### src/rtl/buffer_arb_pkg.sv
// Shared types and constants for the endpoint buffer arbiter.
package buffer_arb_pkg;

   typedef enum logic [1:0] {
      ARB    = 2'd0,
      LOCKED = 2'd1,
      FLUSH  = 2'd2,
      SETTLE = 2'd3
   } arb_state_t;

   localparam logic OP_STORE  = 1'b0;
   localparam logic OP_GET    = 1'b1;
   localparam int   BUF_DEPTH = 64;

   // Saturating 16-bit increment used by the grant statistics.
   function automatic logic [15:0] sat_inc16(input logic [15:0] value);
      if (value == 16'hFFFF) begin
         return value;
      end else begin
         return value + 16'd1;
      end
   endfunction

endpackage

### src/rtl/buffer_arbiter_rr.sv
// Two-requester round-robin: bit 0 = host, bit 1 = USB; pointer names the preferred side.
module rr_arbiter_2 (
   input  logic       clk,
   input  logic       rst,
   input  logic [1:0] req,
   input  logic       advance,
   output logic [1:0] gnt,
   output logic       ptr
);

   always_comb begin
      gnt = 2'b00;
      case (req)
         2'b01:   gnt = 2'b01;
         2'b10:   gnt = 2'b10;
         2'b11:   gnt = ptr ? 2'b10 : 2'b01;
         default: gnt = 2'b00;
      endcase
   end

   // After a grant the other side becomes preferred.
   always_ff @(posedge clk) begin
      if (rst) begin
         ptr <= 1'b0;
      end else if (advance && (gnt != 2'b00)) begin
         ptr <= gnt[0];
      end else begin
         ptr <= ptr;
      end
   end

endmodule

### src/rtl/buffer_arbiter.sv
// Host/USB access arbiter for the 64-byte endpoint buffer with clear/flush sequencing and USB lock.
// Optional grant statistics are built when BUFFER_ARB_STATS_EN is defined.
module buffer_arbiter
   import buffer_arb_pkg::*;
#(
   parameter int DEPTH        = BUF_DEPTH,
   parameter int OCC_W        = 7,
   parameter int LOCK_TIMEOUT = 255
) (
   input  logic             clk,
   input  logic             rst,
   input  logic             host_req,
   input  logic             host_op,
   input  logic [7:0]       host_wdata,
   output logic             host_gnt,
   input  logic             host_clear,
   input  logic             usb_req,
   input  logic             usb_op,
   input  logic [7:0]       usb_wdata,
   output logic             usb_gnt,
   input  logic             usb_flush,
   input  logic             usb_lock,
   input  logic [OCC_W-1:0] buffer_occupancy,
   output logic             buf_store,
   output logic             buf_get,
   output logic [7:0]       buf_wdata,
   output logic             buf_flush,
   output logic             lock_err,
   output logic [15:0]      host_gnt_cnt,
   output logic [15:0]      usb_gnt_cnt
);

   localparam int                WAIT_W    = $clog2(LOCK_TIMEOUT + 1);
   localparam logic [WAIT_W-1:0] TIMEOUT_V = WAIT_W'(LOCK_TIMEOUT);
   localparam logic [OCC_W-1:0]  DEPTH_V   = OCC_W'(DEPTH);

   arb_state_t        state;
   logic [WAIT_W-1:0] wait_cnt;
   logic              lock_ignore;

   logic       clear_req;
   logic       store_ok;
   logic       get_ok;
   logic       host_elig;
   logic       usb_elig;
   logic       lock_active;
   logic       grant_window;
   logic       host_blocked;
   logic       timeout;
   logic       stay_locked;
   logic [1:0] rr_req;
   logic [1:0] rr_gnt;
   logic       rr_ptr;

   // Request qualification: occupancy gating, lock masking and grant suppression.
   always_comb begin
      clear_req    = host_clear | usb_flush;
      store_ok     = (buffer_occupancy < DEPTH_V);
      get_ok       = (buffer_occupancy != {OCC_W{1'b0}});
      host_elig    = host_req & ((host_op == OP_STORE) ? store_ok : get_ok);
      usb_elig     = usb_req & ((usb_op == OP_STORE) ? store_ok : get_ok);
      lock_active  = usb_lock & ~lock_ignore;
      grant_window = ~rst & ~clear_req & ((state == ARB) | (state == LOCKED));
      host_blocked = (state == LOCKED) | lock_active;
      rr_req       = {usb_elig & grant_window, host_elig & grant_window & ~host_blocked};
      timeout      = ~clear_req & (state == LOCKED) & host_req
                   & ((wait_cnt + WAIT_W'(1)) == TIMEOUT_V);
      stay_locked  = ~clear_req & (state == LOCKED) & usb_lock & ~timeout;
   end

   rr_arbiter_2 u_rr (
      .clk     (clk),
      .rst     (rst),
      .req     (rr_req),
      .advance (grant_window),
      .gnt     (rr_gnt),
      .ptr     (rr_ptr)
   );

   // Grants and buffer strobes follow the request in the same cycle.
   always_comb begin
      host_gnt  = rr_gnt[0];
      usb_gnt   = rr_gnt[1];
      buf_store = (rr_gnt[0] & (host_op == OP_STORE)) | (rr_gnt[1] & (usb_op == OP_STORE));
      buf_get   = (rr_gnt[0] & (host_op == OP_GET))   | (rr_gnt[1] & (usb_op == OP_GET));
      if (rr_gnt[0] && (host_op == OP_STORE)) begin
         buf_wdata = host_wdata;
      end else if (rr_gnt[1] && (usb_op == OP_STORE)) begin
         buf_wdata = usb_wdata;
      end else begin
         buf_wdata = 8'h00;
      end
      buf_flush = ~rst & (state == FLUSH);
   end

   // Sequencer: clear/flush beats lock, lock beats plain arbitration.
   always_ff @(posedge clk) begin
      if (rst) begin
         state       <= ARB;
         wait_cnt    <= {WAIT_W{1'b0}};
         lock_ignore <= 1'b0;
         lock_err    <= 1'b0;
      end else begin
         if (clear_req) begin
            state <= FLUSH;
         end else begin
            case (state)
               ARB:     state <= lock_active ? LOCKED : ARB;
               LOCKED:  state <= (timeout || !usb_lock) ? ARB : LOCKED;
               FLUSH:   state <= SETTLE;
               SETTLE:  state <= lock_active ? LOCKED : ARB;
               default: state <= ARB;
            endcase
         end

         // A timed-out lock stays ignored until the USB side releases it.
         if (!usb_lock) begin
            lock_ignore <= 1'b0;
         end else if (timeout) begin
            lock_ignore <= 1'b1;
         end else begin
            lock_ignore <= lock_ignore;
         end

         if (host_clear) begin
            lock_err <= 1'b0;
         end else if (timeout) begin
            lock_err <= 1'b1;
         end else begin
            lock_err <= lock_err;
         end

         if (stay_locked && host_req && !rr_gnt[0]) begin
            wait_cnt <= wait_cnt + WAIT_W'(1);
         end else if (stay_locked && !rr_gnt[0]) begin
            wait_cnt <= wait_cnt;
         end else begin
            wait_cnt <= {WAIT_W{1'b0}};
         end
      end
   end

`ifdef BUFFER_ARB_STATS_EN
   logic [15:0] host_cnt;
   logic [15:0] usb_cnt;

   // Saturating per-side grant counters, cleared by reset or host clear.
   always_ff @(posedge clk) begin
      if (rst || host_clear) begin
         host_cnt <= 16'h0000;
         usb_cnt  <= 16'h0000;
      end else begin
         host_cnt <= rr_gnt[0] ? sat_inc16(host_cnt) : host_cnt;
         usb_cnt  <= rr_gnt[1] ? sat_inc16(usb_cnt) : usb_cnt;
      end
   end

   assign host_gnt_cnt = host_cnt;
   assign usb_gnt_cnt  = usb_cnt;
`else
   assign host_gnt_cnt = 16'h0000;
   assign usb_gnt_cnt  = 16'h0000;
`endif

endmodule

### config.mk
export PLATFORM = sky130hd
export DESIGN_NAME = buffer_arbiter
export DESIGN_NICKNAME = d
export VERILOG_FILES = /design/src/rtl/buffer_arb_pkg.sv /design/src/rtl/buffer_arbiter_rr.sv /design/src/rtl/buffer_arbiter.sv
export SDC_FILE = /design/constraint.sdc
export NUM_CORES = 1
export LEC_CHECK = 0
export CORE_ASPECT_RATIO = 1.2
export CORE_MARGIN = 1.5
export CORE_UTILIZATION = 30
export CTS_CLUSTER_SIZE = 16
export DETAILED_ROUTE_END_ITERATION = 7
export MAX_ROUTING_LAYER = met4
export PLACE_DENSITY_LB_ADDON = 0.1
export RECOVER_POWER = 25
export SLEW_MARGIN = 20
export SYNTH_ARGS = -nofsm -noshare
export SYNTH_HDL_FRONTEND = slang
export SYNTH_SLANG_ARGS = --single-unit
export TNS_END_PERCENT = 1
### constraint.sdc
create_clock -name clk -period 2 [get_ports clk]
set_clock_uncertainty 0.05 [all_clocks]
set_input_delay 0.4 -clock clk [delete_from_list [all_inputs] [get_ports clk]]
set_output_delay 0.4 -clock clk [all_outputs]
set_load 0.02 [all_outputs]
==> out/metrics.cfg <==
[run_status]
status = complete, but fails checks
failed_checks = setup timing

[yosys]
yosys_most_used_dff = dfxtp_1
seq_area_frac_synth_pct = 19.7
ys_warn_count = 0
synth_top_cells_by_count = buf_4 (32), dfxtp_1 (13), nand2_1 (13), inv_1 (10), a22o_1 (9)
synth_compound_area_share_pct = 23.2
yosys.area_share.simple_pct = 26.1
yosys.cell_types.count = 47
synth_seq_cells = 13
synth_top_area_share_pct = 19.7
synth_area_per_cell_um2 = 8.02
syn_inst = 165
synth_fa_ha_area_share_pct = 5.67
synth_top_family_by_area = simple AND/OR/NAND/NOR gates
netlist_top_cells_area = dfxtp_1 (20%), buf_4 (18%), a22o_1 (6.0%)
syn_area_um2 = 1320
async_flop_share_pct = 0
yosysMostFrequentCell = buf_4
synth_xor_area_share_pct = 0.662
synth_top_cell_by_area = dfxtp_1
synth-edff-count = 0
synthMuxAreaShare_pct = 0.851

[grt]
antenna_found_initial = 0
grt_overflow = 0
grt_pass1_vias = 1264
grt_max_degree = 10
grt_use_total_pct = 15.9
grt_pass1_wl_mm = 5.76

[critical_path]
cp.arrival_ns = 1.86
worstReg2RegStart = state[1]
critical_path_class = primary input to output pin
crit_path_start_kind = primary input
r2r-end = state[0]
r2r_setup_slack_ns = 0.08
setup.worst_path.end_class = output pin
required_ns = 1.55
cp_max_fo = 4
reg2reg_depth = 9

[sta]
drv_slew = 0
hold_viol = 0
hold_slack_ns = 0.368
max_freq_ghz = 0.433
rsz0062_at_grt = yes
finalSetupViolCount = 12
post-route-min-period_ns = 2.31
min_period_over_period_pct = 115
fin_ws_ns = -0.308

[pwr]
peakVddDrop_mv = 0.330
power_density_nw_per_um2 = 347
leakage_uw = 0.000916

[final_layout]
fin_nets = 281
post-route-util_pct = 48.2
fin_area_um2 = 2050
drive_above_1_share_pct = 32.2
syn_to_final_growth_pct = 55.2
num_antenna_cells = 0

[cts]
clockBufferDepth = 2
cts-hold-fix-buffers = 0
cts_root_buffer = clkbuf_8
cts-buffers-inserted = 3
clk_latency_ns = 0.26
cts_tree = yes
h-tree-depth = 1
clkSlewWorstSetupHoldPaths_ns = 0.05
clock_sinks = 13

[detailed_routing]
drt_iter0_drc = 46
vias = 1363
wl_per_cell_um = 12.5
dr.pass1.iters = 5
wl_mm = 3.72
final_antenna_net_count = 0
detail_route.vias_per_cell = 4.57
drc_errors = 0

[floorplanning]
rows = 26
dieArea_um2 = 4820
core_area_um2 = 4260
floorplan.initialDensity_pct = 31.1
die_w_um = 63.6
ios = 78
fp.dieH_um = 75.8

[placed_design]
dp_slack_ns = -1.22
place_congestion = 0.799
placement.io_buffers = 45
placed_area_um2 = 1910
dp.final_hpwl_mm = 2.83

[min_path]
hold-path-cell-count = 3
holdCritStartpoint = host_clear
hold_path_class = primary input to register
min_to = lock_err

[run]
cap_violations = 0

layer usage:
layer	vias to the layer above	part of all wire, %	track usage [%]
met5	-	0	-
met4	0	1.9	7.97
met3	5	8.8	3.84
met2	61	52	30.5
met1	618	38	15.1
li1	679	-	-
how the worst max path moves through the flow:
stage,to,slack [ns],from,cells past startpoint
final,buf_store,-0.31,usb_flush,7
after floorplan,buf_wdata[0],-0.13,rst,7
after CTS,buf_wdata[6],-0.33,usb_flush,7
after detailed placement,buf_wdata[0],-1.22,rst,7
after global placement,buf_wdata[0],-1.17,rst,7
after global routing,buf_wdata[7],-0.38,usb_flush,8
cell type report:
type                            instances  area (µm²)
Multi-Input combinational cell        137         952
Inverter                               10        37.5
Timing Repair Buffer                   78         684
Tap cell                               56        70.1
Clock buffer                            4        45.0
Sequential cell                        13         265
Fill cell                             439        2210
flip-flops by register name, summed over array words and instances (netlist names):
register / flops
wait_cnt: 8
state: 2
lock_err: 1
lock_ignore: 1
u_rr.ptr: 1
per-stage QoR:
step	TNS, ns	cells	total power, µW
6_report	-3.31	298	713
5_1_grt	-4.16	298	750
2_1_floorplan	-1.26	196	409
3_3_place_gp	-17.01	289	467
4_1_cts	-3.54	298	723
3_5_place_dp	-17.73	289	466
power breakdown:
part | leakage, µW | switching [µW] | total (µW) | internal, µW
clock | 0.0000228 | 106 | 247 | 142
combinational | 0.000787 | 109 | 202 | 92.6
sequential | 0.000106 | 2.61 | 264 | 261
total | 0.000916 | 218 | 713 | 495
cell families (layout without fill, tap and decap cells):
family	Yosys count	after routing
adder cells (fa/ha/maj)	6	6
AO/OA/AOI/OAI	39	40
AND/OR/NAND/NOR	57	57
multiplexers	1	1
XOR/XNOR	1	1
flip-flops	13	13
other	1	32
buffers and inverters	47	92
cells in the final DEF (no fill, tap or decap), types with 4 or more instances in the layout:
cell type and n:
dlygate4sd2_1 8, a22o_1 9, buf_2 4, buf_4 33, inv_1 8, conb_1 32, a21oi_1 6, nand4_1 5
dfxtp_1 11, nand3_1 5, o21ai_0 4, clkdlybuf4s50_1 18, ha_1 4, a31oi_1 5, nand2_1 12, nor2_1 7
buf_6 12, nor2b_1 4
worst max-delay path, cell delays in order:
cell,delay (ns)
buf_6,0.09
or3_4,0.39
nor2_4,0.15
nand4_4,0.17
o211a_4,0.28
or2_1,0.22
buf_2,0.15
timing repair:
item | 4_1_cts | 5_1_grt
setup endpoints to repair | 23 | 21
endpoints found under the hold margin | 0 | 0
setup buffers | 3 | 0
pin swaps | 19 | 4
cloned | 2 | 0
gates resized for setup | 116 | 2
Power figures use the tool's default switching activity.
